File: config.mk
export PLATFORM = sky130hd
export DESIGN_NAME = accumulator_8_bits_seq_flat
export DESIGN_NICKNAME = d
export VERILOG_FILES = /design/src/rtl/adder_pkg.sv /design/src/rtl/accumulator_8_bits_seq_if.sv /design/src/rtl/full_adder_8_bits_behavior.sv /design/src/rtl/accumulator_8_bits_seq.sv /design/src/flat_wrapper.sv
export SDC_FILE = /design/constraint.sdc
export NUM_CORES = 1
export LEC_CHECK = 0
export CAP_MARGIN = 20
export CORE_MARGIN = 2
export CORE_UTILIZATION = 40
export CTS_CLUSTER_SIZE = 16
export DETAILED_ROUTE_END_ITERATION = 10
export PLACE_DENSITY = 0.72
export SLEW_MARGIN = 25
export SYNTH_ARGS = -nofsm -noshare
export SYNTH_HDL_FRONTEND = slang
export SYNTH_SLANG_ARGS = --single-unit
File: constraint.sdc
create_clock -name CLK -period 2.93 [get_ports CLK]
set_input_delay 0.4395 -clock CLK [delete_from_list [all_inputs] [get_ports CLK]]
set_output_delay 0.4395 -clock CLK [all_outputs]
set_load 0.02 [all_outputs]
File: src/rtl/adder_pkg.sv
// Shared widths and control state encoding for the 8-bit accumulator slice.
package adder_pkg;

  localparam int DATA_W = 8;
  localparam int CNT_W  = 4;

  typedef enum logic {
    ACCUM  = 1'b0,
    RESULT = 1'b1
  } acc_state_t;

endpackage

File: src/rtl/accumulator_8_bits_seq_if.sv
// Operand-in / result-out handshake bundle; slave is the accumulator, master the producer/consumer.
interface accumulator_8_bits_seq_if;
  import adder_pkg::*;

  logic              IN_VALID;
  logic              IN_READY;
  logic [DATA_W-1:0] IN_DATA;
  logic              FLUSH;
  logic              OUT_VALID;
  logic              OUT_READY;
  logic [DATA_W-1:0] OUT_SUM;
  logic              OUT_CARRY;
  logic [CNT_W-1:0]  OUT_COUNT;

  modport slave (
    input  IN_VALID, IN_DATA, FLUSH, OUT_READY,
    output IN_READY, OUT_VALID, OUT_SUM, OUT_CARRY, OUT_COUNT
  );

  modport master (
    output IN_VALID, IN_DATA, FLUSH, OUT_READY,
    input  IN_READY, OUT_VALID, OUT_SUM, OUT_CARRY, OUT_COUNT
  );

endinterface

File: src/rtl/full_adder_8_bits_behavior.sv
// Unsigned ripple-carry adder: one full-adder cell per bit, carry chained LSB to MSB.
module full_adder_8_bits_behavior
  import adder_pkg::*;
(
  input  logic [DATA_W-1:0] a_i,
  input  logic [DATA_W-1:0] b_i,
  input  logic              cin_i,
  output logic [DATA_W-1:0] sum_o,
  output logic              cout_o
);

  logic [DATA_W:0] carry;

  assign carry[0] = cin_i;

  for (genvar gi = 0; gi < DATA_W; gi++) begin : g_bit
    assign sum_o[gi]    = a_i[gi] ^ b_i[gi] ^ carry[gi];
    assign carry[gi+1]  = (a_i[gi] & b_i[gi]) | (carry[gi] & (a_i[gi] ^ b_i[gi]));
  end

  assign cout_o = carry[DATA_W];

endmodule

File: src/rtl/accumulator_8_bits_seq.sv
// Batch accumulator: folds accepted operands into a running sum with a sticky carry,
// then holds sum/carry/count on the output handshake until consumed.
module accumulator_8_bits_seq
  import adder_pkg::*;
#(
  parameter int BATCH_LEN = 4
) (
  input  logic                        CLK,
  input  logic                        RST,
  accumulator_8_bits_seq_if.slave     bus
);

  if (BATCH_LEN < 1 || BATCH_LEN > 15) begin : g_bad_batch_len
    $error("BATCH_LEN must be in 1..15");
  end

  localparam logic [CNT_W-1:0] LAST_CNT = CNT_W'(BATCH_LEN - 1);

  acc_state_t        state_q, state_d;
  logic [DATA_W-1:0] acc_q, acc_d;
  logic              carry_q, carry_d;
  logic [CNT_W-1:0]  cnt_q, cnt_d;
  logic              in_ready_q, in_ready_d;

  logic [DATA_W-1:0] add_sum;
  logic              add_cout;
  logic              handshake;
  logic              close_batch;

  full_adder_8_bits_behavior u_adder (
    .a_i    (acc_q),
    .b_i    (bus.IN_DATA),
    .cin_i  (1'b0),
    .sum_o  (add_sum),
    .cout_o (add_cout)
  );

  // in_ready_q is a register so IN_READY reads 0 for the reset cycle without a path from RST.
  assign handshake   = bus.IN_VALID & in_ready_q;
  assign close_batch = (handshake && cnt_q == LAST_CNT) ||
                       (bus.FLUSH && (cnt_q != '0 || handshake));

  always_comb begin
    state_d = state_q;
    acc_d   = acc_q;
    carry_d = carry_q;
    cnt_d   = cnt_q;
    case (state_q)
      ACCUM: begin
        if (handshake) begin
          acc_d   = add_sum;
          carry_d = carry_q | add_cout;
          cnt_d   = cnt_q + 1'b1;
        end
        if (close_batch) state_d = RESULT;
      end
      RESULT: begin
        if (bus.OUT_READY) begin
          acc_d   = '0;
          carry_d = 1'b0;
          cnt_d   = '0;
          state_d = ACCUM;
        end
      end
      default: state_d = ACCUM;
    endcase
    in_ready_d = (state_d == ACCUM);
  end

  always_ff @(posedge CLK) begin
    if (RST) begin
      state_q    <= ACCUM;
      acc_q      <= '0;
      carry_q    <= 1'b0;
      cnt_q      <= '0;
      in_ready_q <= 1'b0;
    end else begin
      state_q    <= state_d;
      acc_q      <= acc_d;
      carry_q    <= carry_d;
      cnt_q      <= cnt_d;
      in_ready_q <= in_ready_d;
    end
  end

  assign bus.IN_READY  = in_ready_q;
  assign bus.OUT_VALID = (state_q == RESULT);
  assign bus.OUT_SUM   = acc_q;
  assign bus.OUT_CARRY = carry_q;
  assign bus.OUT_COUNT = cnt_q;

endmodule

File: src/flat_wrapper.sv
// flat-port wrapper written by rule: the top's interface ports become plain ports
module accumulator_8_bits_seq_flat import adder_pkg::*;
#(
  parameter int BATCH_LEN = 4
)
  (CLK, RST, bus_IN_VALID, bus_IN_DATA, bus_FLUSH, bus_OUT_READY, bus_IN_READY, bus_OUT_VALID, bus_OUT_SUM, bus_OUT_CARRY, bus_OUT_COUNT);
  accumulator_8_bits_seq_if bus_i ();
  input  logic CLK;
  input  logic RST;
  input wire logic [$bits(bus_i.IN_VALID)-1:0] bus_IN_VALID;
  input wire logic [$bits(bus_i.IN_DATA)-1:0] bus_IN_DATA;
  input wire logic [$bits(bus_i.FLUSH)-1:0] bus_FLUSH;
  input wire logic [$bits(bus_i.OUT_READY)-1:0] bus_OUT_READY;
  output wire logic [$bits(bus_i.IN_READY)-1:0] bus_IN_READY;
  output wire logic [$bits(bus_i.OUT_VALID)-1:0] bus_OUT_VALID;
  output wire logic [$bits(bus_i.OUT_SUM)-1:0] bus_OUT_SUM;
  output wire logic [$bits(bus_i.OUT_CARRY)-1:0] bus_OUT_CARRY;
  output wire logic [$bits(bus_i.OUT_COUNT)-1:0] bus_OUT_COUNT;
  assign bus_i.IN_VALID = bus_IN_VALID;
  assign bus_i.IN_DATA = bus_IN_DATA;
  assign bus_i.FLUSH = bus_FLUSH;
  assign bus_i.OUT_READY = bus_OUT_READY;
  assign bus_IN_READY = bus_i.IN_READY;
  assign bus_OUT_VALID = bus_i.OUT_VALID;
  assign bus_OUT_SUM = bus_i.OUT_SUM;
  assign bus_OUT_CARRY = bus_i.OUT_CARRY;
  assign bus_OUT_COUNT = bus_i.OUT_COUNT;
  accumulator_8_bits_seq #(.BATCH_LEN(BATCH_LEN)) u_core (.CLK(CLK), .RST(RST), .bus(bus_i));
endmodule
-- Word-level counts from Yosys, hierarchy flattened
Index checks and enable logic that the tools add are counted.
- bits of input ports: 13
- output and inout port bits: 15
- flip-flop bits (word level): 15
- logic and storage cells: 68
- $add $sub $neg: 1
- equality and inequality tests: 3
- bitwise logic cells: 41
- mux-type cells: 12
- reductions and logical operators: 6
- operators by type and width (kind ; number):
    AND 1 bit ; 16
    two-way mux 8 bit ; 2
    one-hot mux 8 bit (2 select lines) ; 1
    XOR 1 bit ; 15
    two-way mux 4 bit ; 2
    bitwise OR 1 bit ; 8
    one-hot mux 4 bit (2 select lines) ; 1
    adder 4 x 1 -> 4 bit (second input constant) ; 1
    equality test 4 x 2 -> 1 bit (second input constant) ; 1
    two-way mux 1 bit ; 4
    one-hot mux 1 bit (2 select lines) ; 2
    nonzero test 4 bit ; 1
    logical AND 1 bit ; 2
    logical OR 1 bit ; 2
    != test 2 x 1 -> 1 bit (second input constant) ; 1
    != test 2 bit (second input constant) ; 1
    NOT 1 bit ; 2
    AND reduction 2 bit ; 1

-- Depth between registers and ports, before layout
- depth in word-level cells: 18
- depth in mapped cells: 12
- gate-level depth less buffers: 12

-- Cells and area by module
From an unflattened synthesis, not the netlist that was laid out.
- cell total of the unflattened synthesis: 95
- area total of the unflattened synthesis: 848.3 µm²
- modules (own cells, without submodules) (module ; sequential area each (µm²) ; area an instance (µm²) ; instances ; cells each):
    accumulator_8_bits_seq ; 300.3 ; 650.6 ; 1 ; 77
    full_adder_8_bits_behavior ; 0.0 ; 197.7 ; 1 ; 18

-- Least setup slack after synthesis
OpenSTA, ideal clock, no wires.
- kind: register to register
- start point: register u_core.acc_q[0], in the netlist u_core.bus.OUT_SUM[0]
- end point: register u_core.acc_q[7], in the netlist u_core.bus.OUT_SUM[7]
- arrival time: 3.050 ns
- buffers on the path: 0
- data required time: 2.796 ns
- setup slack: -0.253 ns
- cell stages (with the launch flop): 13
- period minus slack after synthesis: 3.183 ns
- path through: dfxtp_1 > ha_1 > inv_1 > fa_1 > fa_1 > fa_1 > fa_1 > inv_1 > fa_1 > fa_1 > fa_1 > nand2_1 > a21oi_1
- longest elaborated chain between the ends: 16
- ends and longest elaborated chain (element ; line ; RTL):
    from (decl) ; accumulator_8_bits_seq.sv:20 ; logic [DATA_W-1:0] acc_q, acc_d;
    from (signal assigned) ; accumulator_8_bits_seq.sv:73 ; acc_q <= '0;
    from (signal assigned) ; accumulator_8_bits_seq.sv:79 ; acc_q <= acc_d;
    AND 1 bit (2 in a row) ; full_adder_8_bits_behavior.sv:18 ; assign carry[gi+1] = (a_i[gi] & b_i[gi]) | (carry[gi] & (a_i[gi] ^ b_i[gi]));
    bitwise OR 1 bit ; full_adder_8_bits_behavior.sv:18 ;
    AND 1 bit ; full_adder_8_bits_behavior.sv:18 ;
    bitwise OR 1 bit ; full_adder_8_bits_behavior.sv:18 ;
    AND 1 bit ; full_adder_8_bits_behavior.sv:18 ;
    bitwise OR 1 bit ; full_adder_8_bits_behavior.sv:18 ;
    AND 1 bit ; full_adder_8_bits_behavior.sv:18 ;
    bitwise OR 1 bit ; full_adder_8_bits_behavior.sv:18 ;
    AND 1 bit ; full_adder_8_bits_behavior.sv:18 ;
    bitwise OR 1 bit ; full_adder_8_bits_behavior.sv:18 ;
    AND 1 bit ; full_adder_8_bits_behavior.sv:18 ;
    bitwise OR 1 bit ; full_adder_8_bits_behavior.sv:18 ;
    XOR 1 bit ; full_adder_8_bits_behavior.sv:17 ; assign sum_o[gi] = a_i[gi] ^ b_i[gi] ^ carry[gi];
    two-way mux 8 bit ; accumulator_8_bits_seq.sv:50 ; if (handshake) begin
    one-hot mux 8 bit (2 select lines) ; accumulator_8_bits_seq.sv:48 ; case (state_q)
Every way passes these cells. The select of a mux whose other input is x is not followed.
A chain may end at the register's enable or synchronous reset.

-- Worst setup path in the final report
Same ends and word-level chain as after synthesis.

==> flow_summary.json <==
{
  "status": "complete, but fails checks",
  "violations": "negative setup slack",
  "cts_tree": "done",
  "vias": 747,
  "min_period_ns": 2.97,
  "drc": 0,
  "power_frac_seq": 0.461,
  "core_sq_um": 1980,
  "cp-start-kind": "flop",
  "internal-power_uw": 346,
  "setup_viol": 1,
  "drtIter0Drc": 8,
  "ys_top_cells_by_area": "dfxtp_1 (35%), fa_1 (17%), a21oi_1 (7.7%), nand3_1 (6.5%), inv_1 (6.2%)",
  "synth_area_sq_um": 848,
  "clk_pin_slew_ns": 0.10,
  "synthDistinctLibCells": 23,
  "via_per_inst": 5.01,
  "rsz0062_at_grt": "yes",
  "worst_pin_slew_ns": 0.521,
  "syn_inst": 93,
  "critPathMaxFanout": 2,
  "hold_viol_final": 0,
  "wl_per_cell_um": 12.3,
  "relSlewSlack": 0.651,
  "powerDensity_nw_per_um2": 424,
  "power_uw": 508,
  "synthArstFlopShare": 0,
  "r2r_cells": 12,
  "fin_ws_ns": -0.0381,
  "holdPathStages": 2,
  "place_area_sq_um": 1150,
  "hold_class": "flop to flop",
  "synth-edff-count": 0,
  "synth_top_cell_area_share": 0.354,
  "crit_path_end_kind": "flop",
  "clock-sinks": 15,
  "start_util": 0.428,
  "tns_ns": -0.0381,
  "grt_pass1_wl_mm": 3.26,
  "ys_ff_latch": 15,
  "final_layout_size_suffix_gt1_frac": 0.164,
  "dieWidth_um": 50.1,
  "dp.final_hpwl_mm": 1.35,
  "timing.final.max_slew_violations": 0,
  "die_h_um": 50.1,
  "areaGrowthSynthToFinish_pct": 41.4,
  "drt_first_pass_iters": 4,
  "grtUsageTotal": 0.172,
  "avgSynthCellArea_sq_um": 9.12,
  "synth_flop_cell": "dfxtp_1",
  "ant_nets": 0,
  "post-route-cell-area_sq_um": 1200,
  "clk_latency_ns": 0.29,
  "row_count": 16,
  "synth_area_leader_cell": "dfxtp_1",
  "p_leak_uw": 0.000446,
  "finalClockSkew_ns": 0.00649,
  "synth_warnings": 0,
  "swShare": 0.319,
  "finalNetCount": 146,
  "finalNonFillerCells": 149,
  "dieArea_sq_um": 2510,
  "io_buffers": 27,
  "power_switching_uw": 162,
  "critPathArrivalTime_ns": 3.14,
  "clkPwrFrac": 0.243,
  "yosysSeqAreaShare": 0.354,
  "dp_cells": 145,
  "grt_pass1_vias": 740,
  "criticalPathCategory": "flop to flop",
  "ir_worst_vdd_v": 0.000294,
  "gp_congestion": 0.776,
  "clock.fmax_mhz": 337,
  "ios": 28,
  "finalCoreUtilization": 0.605,
  "maxCapViolCount": 0,
  "fill_cells": 183,
  "antenna_cells": 0,
  "comb_power_share": 0.296,
  "grt_overflow": 0,
  "numCtsBuffers": 3,
  "routed_wl_mm": 1.83,
  "antenna_found_initial": 0,
  "cts_root_buffer": "clkbuf_4",
  "required_ns": 3.10,
  "grt_max_degree": 15,
  "cts_buffer_depth": 2,
  "htreeDepth": 1,
  "fin_crit_sh": 1.01,
  "syn-num-nets": 116
}
registers in the layout, summed over array words and instances (netlist names):
name / count
u_core.bus.OUT_SUM: 8
u_core.bus.OUT_COUNT: 4
u_core.bus.IN_READY: 1
u_core.bus.OUT_CARRY: 1
u_core.bus.OUT_VALID: 1
cell usage in the layout (no fill, tap or decap):
master           count
clkinv_2             1
clkdlybuf4s15_2      1
a21oi_2              1
o41ai_2              1
o2bb2ai_1            1
nand3_1             11
nand3b_4             1
and3b_1              1
nand2b_1             5
nor2_1               2
fa_1                 1
inv_1               12
dfxtp_1             14
dlygate4sd2_1        1
buf_4                2
clkdlybuf4s50_1     25
clkbuf_4             3
fa_2                 6
or3_1                2
ha_4                 1
nand2_1              7
and2_1               1
o21ai_0              1
ha_1                 2
inv_2                2
dfxtp_2              1
a31oi_1              1
o211ai_1             1
a21oi_1             13
a311oi_1             1
cell type report:
| class | count | area (sq um) | share of cell area |
|---|---|---|---|
| flip-flops and latches | 15 | 302 | 0.251 |
| inverters | 14 | 52.6 | 0.0438 |
| clock inverters | 1 | 5.00 | 0.00417 |
| multi-input cells | 60 | 499 | 0.416 |
| well taps | 27 | 33.8 | 0.0282 |
| clock buffers | 3 | 22.5 | 0.0188 |
| repair buffers | 29 | 285 | 0.238 |
worst max-delay path, cell delays in order, from the launching register on:
cell and delay, ns:
dfxtp_2 0.36, ha_4 0.12, inv_2 0.03, fa_2 0.33, fa_2 0.35, fa_2 0.35, fa_2 0.34, inv_2 0.06
fa_2 0.19, fa_2 0.19, fa_1 0.40, nand2_1 0.06, a21oi_1 0.06
what timing repair did:
item	4_1_cts	5_1_grt
hold buffers	0	0
pin swaps	9	7
setup buffers	0	0
resized for setup	12	0
setup endpoints to repair	4	3
layer usage:
layer / up-vias / routed length (um) / global-route usage / share of wire
li1: 366 / - / - / -
met1: 353 / 741 / 0.204 / 0.41
met2: 23 / 978 / 0.296 / 0.54
met4: 0 / 45 / 0.0972 / 0.025
met5: - / 0 / 0 / 0
met3: 5 / 62 / 0.0182 / 0.034
stage by stage:
| stage | setup WS, ns | hold WS [ns] |
|---|---|---|
| floorplan | -0.111 | 0.509 |
| global placement | -0.678 | 0.455 |
| detailed placement | -0.757 | 0.483 |
| CTS | -0.220 | 0.496 |
| global route | -0.127 | 0.518 |
| finish | -0.0381 | 0.493 |
power groups by stage:
| stage | Clock (uW) | Combinational (uW) | Sequential, uW |
|---|---|---|---|
| after global placement | 0 | 144 | 238 |
| after detailed placement | 0 | 149 | 238 |
| final | 124 | 150 | 234 |
| after CTS | 129 | 154 | 234 |
| after floorplan | 0 | 67.0 | 256 |
| after global routing | 135 | 167 | 237 |
synthesized netlist by cell type (2+ instances only):
cell type and count:
nand3_1 11, nand2b_1 5, ha_1 3, nand2_1 7, a21oi_1 13, or3_1 2, fa_1 7, dfxtp_1 15
inv_1 14, nor2_1 2, buf_4 2
worst paths after layout:
| check | start | end | slack [ns] |
|---|---|---|---|
| max | u_core.bus.OUT_SUM[0]$_SDFFE_PP0P_ | u_core.bus.OUT_SUM[7]$_SDFFE_PP0P_ | -0.04 |
| min | u_core.bus.OUT_SUM[4]$_SDFFE_PP0P_ | u_core.bus.OUT_SUM[4]$_SDFFE_PP0P_ | 0.49 |
| max reg2reg | u_core.bus.OUT_SUM[0]$_SDFFE_PP0P_ | u_core.bus.OUT_SUM[7]$_SDFFE_PP0P_ | -0.04 |
| min reg2reg | u_core.bus.OUT_SUM[4]$_SDFFE_PP0P_ | u_core.bus.OUT_SUM[4]$_SDFFE_PP0P_ | 0.49 |
kinds of logic (layout without fill, tap and decap cells):
kind of cell    after synthesis  after routing  share of synthesized area
compound gates               20             20                      0.149
fa+ha+maj                    10             10                      0.209
flops                        15             15                      0.354
simple gates                 30             30                      0.198
buf+inv                      18             47                     0.0900
(Power assumes the default switching activity.)
